## config.mk

```make
export PLATFORM = sky130hd
export DESIGN_NAME = blinds_motor_drive
export DESIGN_NICKNAME = d
export VERILOG_FILES = /design/src/rtl/blinds_motor_drive.sv
export SDC_FILE = /design/constraint.sdc
export NUM_CORES = 1
export LEC_CHECK = 0
export BUFFER_PORTS_ARGS = -buffer_cell sky130_fd_sc_hd__buf_4
export CAP_MARGIN = 15
export CORE_ASPECT_RATIO = 0.6
export CORE_UTILIZATION = 63
export CTS_CLUSTER_DIAMETER = 200
export CTS_CLUSTER_SIZE = 8
export DETAILED_ROUTE_END_ITERATION = 12
export PLACE_DENSITY_LB_ADDON = 0.3
export SKIP_CTS_REPAIR_TIMING = 1
export SLEW_MARGIN = 20
export SYNTH_ARGS = -nofsm -noshare
export SYNTH_HDL_FRONTEND = slang
export SYNTH_SLANG_ARGS = --single-unit
```

## constraint.sdc

```tcl
create_clock -name clk -period 3.7 [get_ports clk]
set_input_delay 0.74 -clock clk [delete_from_list [all_inputs] [get_ports clk]]
set_output_delay 0.74 -clock clk [all_outputs]
set_load 0.1 [all_outputs]
```

## src/rtl/blinds_motor_drive.sv

```systemverilog
// Stepper drive for the blinds: filters the requested level, then steps the motor
// to the matching absolute position with a dead-time brake after every move.
module blinds_motor_drive #(
    parameter int STEPS_PER_LEVEL = 8,
    parameter int STEP_DIV        = 2,
    parameter int SETTLE_CYCLES   = 4,
    parameter int DEAD_CYCLES     = 2,
    parameter int POS_W           = 5
) (
    input  logic             clk,
    input  logic             rst_n,
    input  logic [1:0]       target,
    input  logic             enable,
    output logic             motor_up,
    output logic             motor_down,
    output logic             step,
    output logic [POS_W-1:0] position,
    output logic             busy,
    output logic             at_level
);
    // state     | meaning
    // IDLE      | motor off, waiting for a target different from position
    // SETTLE    | new target must hold SETTLE_CYCLES before motion
    // MOVE_UP   | driving toward position 0, one step per STEP_DIV cycles
    // MOVE_DOWN | driving toward the maximum position
    // BRAKE     | both outputs low for DEAD_CYCLES before returning to IDLE
    typedef enum logic [2:0] {IDLE, SETTLE, MOVE_UP, MOVE_DOWN, BRAKE} state_t;

    localparam int CNT_MAX = (SETTLE_CYCLES > DEAD_CYCLES) ? SETTLE_CYCLES : DEAD_CYCLES;
    localparam int CNT_W   = $clog2(CNT_MAX + 1);
    localparam int DIV_W   = $clog2(STEP_DIV + 1);

    localparam logic [CNT_W-1:0] SETTLE_LOAD = CNT_W'(SETTLE_CYCLES - 1);
    localparam logic [CNT_W-1:0] DEAD_LOAD   = CNT_W'(DEAD_CYCLES - 1);
    localparam logic [DIV_W-1:0] DIV_LAST    = DIV_W'(STEP_DIV - 1);
    localparam logic [POS_W-1:0] SPL_P       = POS_W'(STEPS_PER_LEVEL);
    localparam logic [POS_W-1:0] POS_MAX     = POS_W'(3 * STEPS_PER_LEVEL);

    state_t           state_q, state_n;
    logic [CNT_W-1:0] cnt_q, cnt_n;
    logic [DIV_W-1:0] div_q, div_n;
    logic [POS_W-1:0] pos_q, pos_n, pos_step;
    logic [1:0]       lat_q, lat_n;
    logic [POS_W-1:0] tpos, lat_pos;
    logic             ready_q;

    assign tpos    = POS_W'(target) * SPL_P;
    assign lat_pos = POS_W'(lat_q) * SPL_P;

    // Saturating step keeps position inside 0..POS_MAX even if the target logic misbehaves.
    always_comb begin
        pos_step = pos_q;
        if (state_q == MOVE_DOWN) begin
            if (pos_q != POS_MAX) pos_step = pos_q + POS_W'(1);
        end else if (pos_q != '0) begin
            pos_step = pos_q - POS_W'(1);
        end
    end

    always_comb begin
        state_n = state_q;
        cnt_n   = cnt_q;
        div_n   = div_q;
        pos_n   = pos_q;
        lat_n   = lat_q;
        case (state_q)
            IDLE: begin
                div_n = '0;
                if (enable && (tpos != pos_q)) begin
                    lat_n   = target;
                    cnt_n   = SETTLE_LOAD;
                    state_n = SETTLE;
                end
            end
            SETTLE: begin
                if (!enable || (tpos == pos_q)) begin
                    state_n = IDLE;
                end else if (target != lat_q) begin
                    lat_n = target;
                    cnt_n = SETTLE_LOAD;
                end else if (cnt_q == '0) begin
                    div_n   = '0;
                    state_n = (lat_pos > pos_q) ? MOVE_DOWN : MOVE_UP;
                end else begin
                    cnt_n = cnt_q - CNT_W'(1);
                end
            end
            MOVE_UP, MOVE_DOWN: begin
                // A step already in progress completes even if enable falls in the same cycle.
                if (div_q == DIV_LAST) begin
                    div_n = '0;
                    pos_n = pos_step;
                    if ((pos_step == lat_pos) || !enable) begin
                        cnt_n   = DEAD_LOAD;
                        state_n = BRAKE;
                    end
                end else if (!enable) begin
                    cnt_n   = DEAD_LOAD;
                    state_n = BRAKE;
                end else begin
                    div_n = div_q + DIV_W'(1);
                end
            end
            BRAKE: begin
                if (cnt_q == '0) state_n = IDLE;
                else             cnt_n   = cnt_q - CNT_W'(1);
            end
            default: state_n = IDLE;
        endcase
    end

    always_ff @(posedge clk or negedge rst_n) begin
        if (!rst_n) begin
            state_q    <= IDLE;
            cnt_q      <= '0;
            div_q      <= '0;
            pos_q      <= '0;
            lat_q      <= '0;
            ready_q    <= 1'b0;
            motor_up   <= 1'b0;
            motor_down <= 1'b0;
            step       <= 1'b0;
        end else begin
            state_q    <= state_n;
            cnt_q      <= cnt_n;
            div_q      <= div_n;
            pos_q      <= pos_n;
            lat_q      <= lat_n;
            ready_q    <= 1'b1;
            motor_up   <= (state_n == MOVE_UP);
            motor_down <= (state_n == MOVE_DOWN);
            step       <= ((state_n == MOVE_UP) || (state_n == MOVE_DOWN)) && (div_n == DIV_LAST);
        end
    end

    assign position = pos_q;
    assign busy     = (state_q != IDLE);
    assign at_level = ready_q && (state_q == IDLE) && (pos_q == tpos);
endmodule
```

* After elaboration in Yosys (flattened, before gate mapping)
Cells that the tools add are included.
** Word-level totals
- Register bits :: 19
- Logic and storage cells :: 82
- Bits of input ports :: 5
- Output and inout port bits :: 10
** Cells by class
- $add $sub $neg :: 4
- Magnitude comparators :: 1
- Reduce and logical (&&, ||, !) cells :: 18
- Muxes and demuxes :: 31
- Equality and inequality tests :: 19
** Operators by type and width (count)
- $mux 3 :: 15
- $pmux 3 s4 :: 2
- $mux 2 :: 8
- $eq 5x5->1 :: 3
- $mux 5 :: 3
- $eq 3x2->1 const B :: 4
- $logic_not 3->1 :: 2
- $ne 2x2->1 const B :: 3
- $ne 3x3->1 const B :: 2
- $pmux 2 s3 :: 1
- $add 5x1->5 const B :: 1
- $gt 5x5->1 :: 1
- $ne 5x5->1 :: 1
- $ne 5x5->1 const B :: 1
- $reduce_and 5->1 :: 1
- $reduce_bool 5->1 :: 1
- $sub 5x1->5 const B :: 1
- $eq 2x1->1 const B :: 2
- $logic_and 1x1->1 :: 4
- $pmux 2 s2 :: 1
- $reduce_and 4->1 :: 1
- $reduce_bool 4->1 :: 1
- $eq 3x1->1 const B :: 1
- $eq 3x3->1 const B :: 1
- other kinds (10) :: 12

* Longest topological paths before layout
- Depth after elaboration :: 11
- Depth in mapped cells :: 10
- Gate-level depth less buffers :: 9

* Worst setup path after synthesis
No wires, ideal clock.
- Path kind :: register to output
- From :: reg pos_q[0], in the netlist position[0]
- To :: out at_level
- Path buffers :: 1
- Arrival :: 4364 ps
- Stages on the path, launching flop included :: 6
- Setup slack :: -1404 ps
- Path through :: dfrtp_1 -> inv_1 -> ha_1 -> buf_4 -> nand2_1 -> nor4_1
** Between the ends
- Word-level cells in the longest chain between the ends :: 2
** RTL lines
- start, declared :: line 42 : logic [POS_W-1:0] pos_q, pos_n, pos_step;
- start signal, assigned :: line 127 : pos_q <= pos_n;
- $eq 5x5->1 :: line 138 : assign at_level = ready_q && (state_q == IDLE) && (pos_q == tpos);
- $logic_and 1x1->1 :: line 138
- end, declared :: line 19 : output logic at_level
Every way passes these cells.

* Final worst setup path
- From :: reg pos_q[0], in the netlist position[0]
- To :: reg cnt_q[1]
** Between the ends
- Word-level cells in the longest chain between the ends :: 7
** RTL lines
- $sub 5x1->5, or another cell as far along :: line 56 : pos_step = pos_q - POS_W'(1);
- $mux 5, on equally long branches :: line 55, 54
- $mux 5 :: line 53 : if (state_q == MOVE_DOWN) begin
- $eq 5x5->1 :: line 93 : if ((pos_step == lat_pos) || !enable) begin
- $logic_or 1x1->1 :: line 93
- $ne 3x3->1 (no source line)
- $reduce_and 5->1 (no source line) *
- end signal, assigned :: line 125 : cnt_q <= cnt_n;
- end, declared :: line 40 : logic [CNT_W-1:0] cnt_q, cnt_n;
Mark *: on every way between the ends. The rest lies on a longest branch, timed or not.
A chain may end at the register's enable or synchronous reset.

==> flow_results.org <==
** Placed design
- Final RePlAce weighted congestion :: around 0.9
- Detailed placement ended at an HPWL of between 2000 and 2500 um.
- Count of input and output buffers :: 14

** Yosys
- The biggest area contributor in the post-synthesis netlist is dfrtp_1.
- Synth top area cells :: dfrtp_1 (33%), ha_1 (6.9%), nand2_1 (4.4%), nor2_1 (4.1%), xor2_1 (3.0%)
- Among all flip-flop cells after synthesis, the most frequent one is dfrtp_1.
- Number of distinct library cells after synthesis :: 51
- The mapped netlist covers about 1500 um2.
- Share of synthesized area occupied by flip-flops and latches :: 32.7%
- A synthesized cell averages between 8 and 9 um2.
- The number of nets in the synthesized netlist is roughly 180.
- Counting every instance in the synthesized netlist gives 166.
- Number of flops mapped to enable cells by yosys :: 0
- dfrtp_1 is the most common cell in the netlist.
- Synth Register Bits :: 19
- Ys Warns :: 0
- Top cell type's share of synthesized area :: 32.7%
- After synthesis, the share of flip-flops with an asynchronous set or reset is 100%.
- Most numerous cell types in the synthesized netlist :: dfrtp_1 (19), nand2_1 (17), nor2_1 (16)

** Worst setup path
- For this run, the slowest stage of the critical path takes 0.52 ns.
- In this run the critical register-to-register path is captured at cnt_q[1]$_DFFE_PN0P_.
- Minimum setup slack among reg-to-reg paths :: about 0.84 ns
- By startpoint and endpoint, the worst setup path is classified as flip-flop to flip-flop.
- The startpoint identified for the worst register-to-register timing path is position[0]$_DFFE_PN0P_.
- Data required, critical path :: 3.83 ns
- Cells traversed along the worst timing path :: inv_1 > ha_1 > or4b_4 > and4_4 > a211oi_4 > nand4_2 > o31ai_4 > and2_1 > o22ai_1
- At the worst endpoint, the arrival time is 3.00 ns.
- Logic depth of the worst register-to-register path :: 9
- Critical path origin :: position[0]$_DFFE_PN0P_
- CP Capture Type :: flip-flop
- Critical path endpoint :: cnt_q[1]$_DFFE_PN0P_
- Worst Setup Start Kind :: flip-flop
- On the critical path the largest part of the delay comes from simple AND/OR/NAND/NOR gates.
- Library cell contributing the largest single delay on the critical path :: or4b_4
- Counting both buffers and inverters, the worst setup path holds a total of 1.
- Critical Path Fanout Max :: 9
- The critical path runs through a total of 9 cells.

** Floorplanning
- Initial Utilization :: 67.1%
- For this design the top-level I/O count stands at 15.
- The initialized floorplan defines 13 standard-cell rows.
- Overall die area :: 2510 um2
- The total area inside the core boundary comes to approximately 2200 um2.
- Measured along the x axis, the die boundary spans between 60 and 70 um.
- Die H :: roughly 40 um

** Global route
- Global route overflow :: 0
- The first global-routing pass estimated 5440 um of wire.
- Maximum number of pins on one net before global-route repair :: 20
- Global routing used between 30% and 40% of the available tracks.
- Number of antenna violations at the first check in global routing :: 0
- The number of global-route vias before repair is around 1100.

** Clock network
- The tree is rooted in a clkbuf_8.
- H-tree levels :: 1
- Register clock-pin slew on the reported worst setup and hold paths :: ~0.07 ns
- Clock Tree Buf Depth :: 2
- Clock latency on the worst-skew pair, taken at its later pin, is 0.26 ns.
- In this run, CTS created clock tree buffers numbering 3.
- CTS sink count :: 19
- TritonCTS built the clock tree.

** Finish
- After the last flow step, the layout net total stands at around 190.
- Cells fill 74.4% of the core in the end.
- In the final layout, the share of cells above drive strength 1 is between 15 and 20%.
- Filler instances :: around 160
- Area added between synthesis and finish :: 10.8%
- The number of antenna diodes in the final layout is 0.

** Power and ir drop
- The analysis attributes to cell leakage a power of ~0.76 nW.
- Final Total Pwr :: approximately 0.46 mW
- Across the VDD grid, the largest voltage drop is approximately 230 uV.
- Pwr dens :: roughly 280 nW/um2

** STA
- Number of setup violations in the final report :: 0
- Adding up every negative setup slack in the final design gives 0 ns.
- Setup repair after global routing left no endpoint under its margin.
- For the pin with the worst max-slew slack, the measured transition is slightly above 0.6 ns.
- The worst pin sits at a relative slew slack of between 50% and 60%.
- After layout, the worst path uses between 70% and 80% of the clock period.
- The count of pins over their slew limit was 0.
- Number of endpoints with negative hold slack in the final report :: 0
- Counting I/O delays and the setup requirement, the final critical path takes 2.86 ns.
- Timing would allow up to roughly 350 MHz.
- Between clock sinks in the finished design, the worst skew comes to 0.00331 ns.

** Detailed routing
- Via count of the routed design :: ~1300
- Using the TritonRoute via totals, the vias-per-cell ratio works out to 6.31.
- Initial DRC count :: 110
- For this run, design rule violations remaining after detail routing come to 0.
- Wire length per cell after detailed routing :: between 15 and 20 um
- Detailed Route WL :: roughly 3300 um
- Routed Antenna Nets :: 0
- First-pass detailed-route iteration total :: 6

** Hold path
- The min-delay analysis places its worst path in the category input pin to asynchronous set/reset pin.

** Flow run
- Max-cap viol count :: 0

** Status
- Result of the run :: finished clean
report_power, final:
group          switching, mW  leakage, nW  internal [mW]
Sequential            0.0105        0.251          0.216
Clock                 0.0714       0.0255         0.0750
Combinational         0.0542        0.485         0.0294
Total                  0.136        0.761          0.320
flip-flops by register name, summed over array words and instances, names as in the netlist:
register / cells
position: 5
cnt_q: 3
state_q: 3
div_q: 2
lat_q: 2
motor_down: 1
motor_up: 1
ready_q: 1
step: 1
per-stage QoR:
| stage | hold slack (ns) | std cells | area (um2) | setup WS, ns |
|---|---|---|---|---|
| final | 0.341 | 205 | 1610 | 0.837 |
| after global routing | 0.354 | 205 | 1610 | 0.700 |
| after CTS | 0.344 | 205 | 1610 | 0.877 |
| after detailed placement | 0.505 | 201 | 1560 | 0.890 |
| after global placement | 0.500 | 201 | 1560 | 1.01 |
| after floorplan | 0.444 | 166 | 1470 | 0.405 |
cell families after synthesis:
group                      Yosys count  synth area share (%)
xor gates and xnor gates             9                  5.43
buffers and inverters               19                  5.86
AOI/OAI and AO/OA                   37                  19.6
other                                1                 0.258
DFF                                 19                  32.7
and+or+nand+nor                     68                  25.8
muxes                                5                  3.53
adders and majority gates            8                  6.89
worst min-delay path by stage:
stage,startpoint,to,slack (ns),cells past startpoint
6_report,rst_n,cnt_q[0]$_DFFE_PN0P_,0.34,1
5_1_grt,rst_n,state_q[0]$_DFF_PN0_,0.35,1
4_1_cts,rst_n,state_q[0]$_DFF_PN0_,0.34,1
3_5_place_dp,div_q[1]$_DFF_PN0_,div_q[1]$_DFF_PN0_,0.51,1
3_3_place_gp,div_q[1]$_DFF_PN0_,div_q[1]$_DFF_PN0_,0.50,1
2_1_floorplan,rst_n,cnt_q[0]$_DFFE_PN0P_,0.44,0
worst register-to-register path, delay by kind of cell, from the launching register on:
kind | cells | cell delay, ns
flip-flops | 1 | 0.45
AO/OA/AOI/OAI | 3 | 0.65
AND/OR/NAND/NOR | 4 | 1.09
adder cells (fa/ha/maj) | 1 | 0.37
buffers and inverters | 1 | 0.18
final cells by class:
class	instances	area (um2)	area share (%)
clock inverter	1	5.00	0.311
multi-input combinational	128	907	56.4
inverter	10	37.5	2.33
timing repair buffer	14	105	6.53
clock buffer	3	41.3	2.57
tap	30	37.5	2.33
sequential	19	475	29.5
per-layer routing:
metal	global-route usage, %	wire [um]	part of all wire, %
met5	0	0	0
met4	13.6	57	1.7
met3	5.00	321	9.8
met2	44.9	1360	41
met1	43.0	1540	47
cells in the final DEF (no fill, tap or decap), types with 4 or more instances in the layout:
cell type,synthesis,layout
a21oi_1,8,8
buf_4,1,14
dfrtp_1,19,19
ha_1,8,8
inv_1,10,10
mux2i_1,4,4
nand2_1,17,17
nand3_1,5,5
nor2_1,16,16
nor3_1,7,7
o21ai_0,5,5
xnor2_1,4,4
xor2_1,5,5
Power figures use the tool's default switching activity.
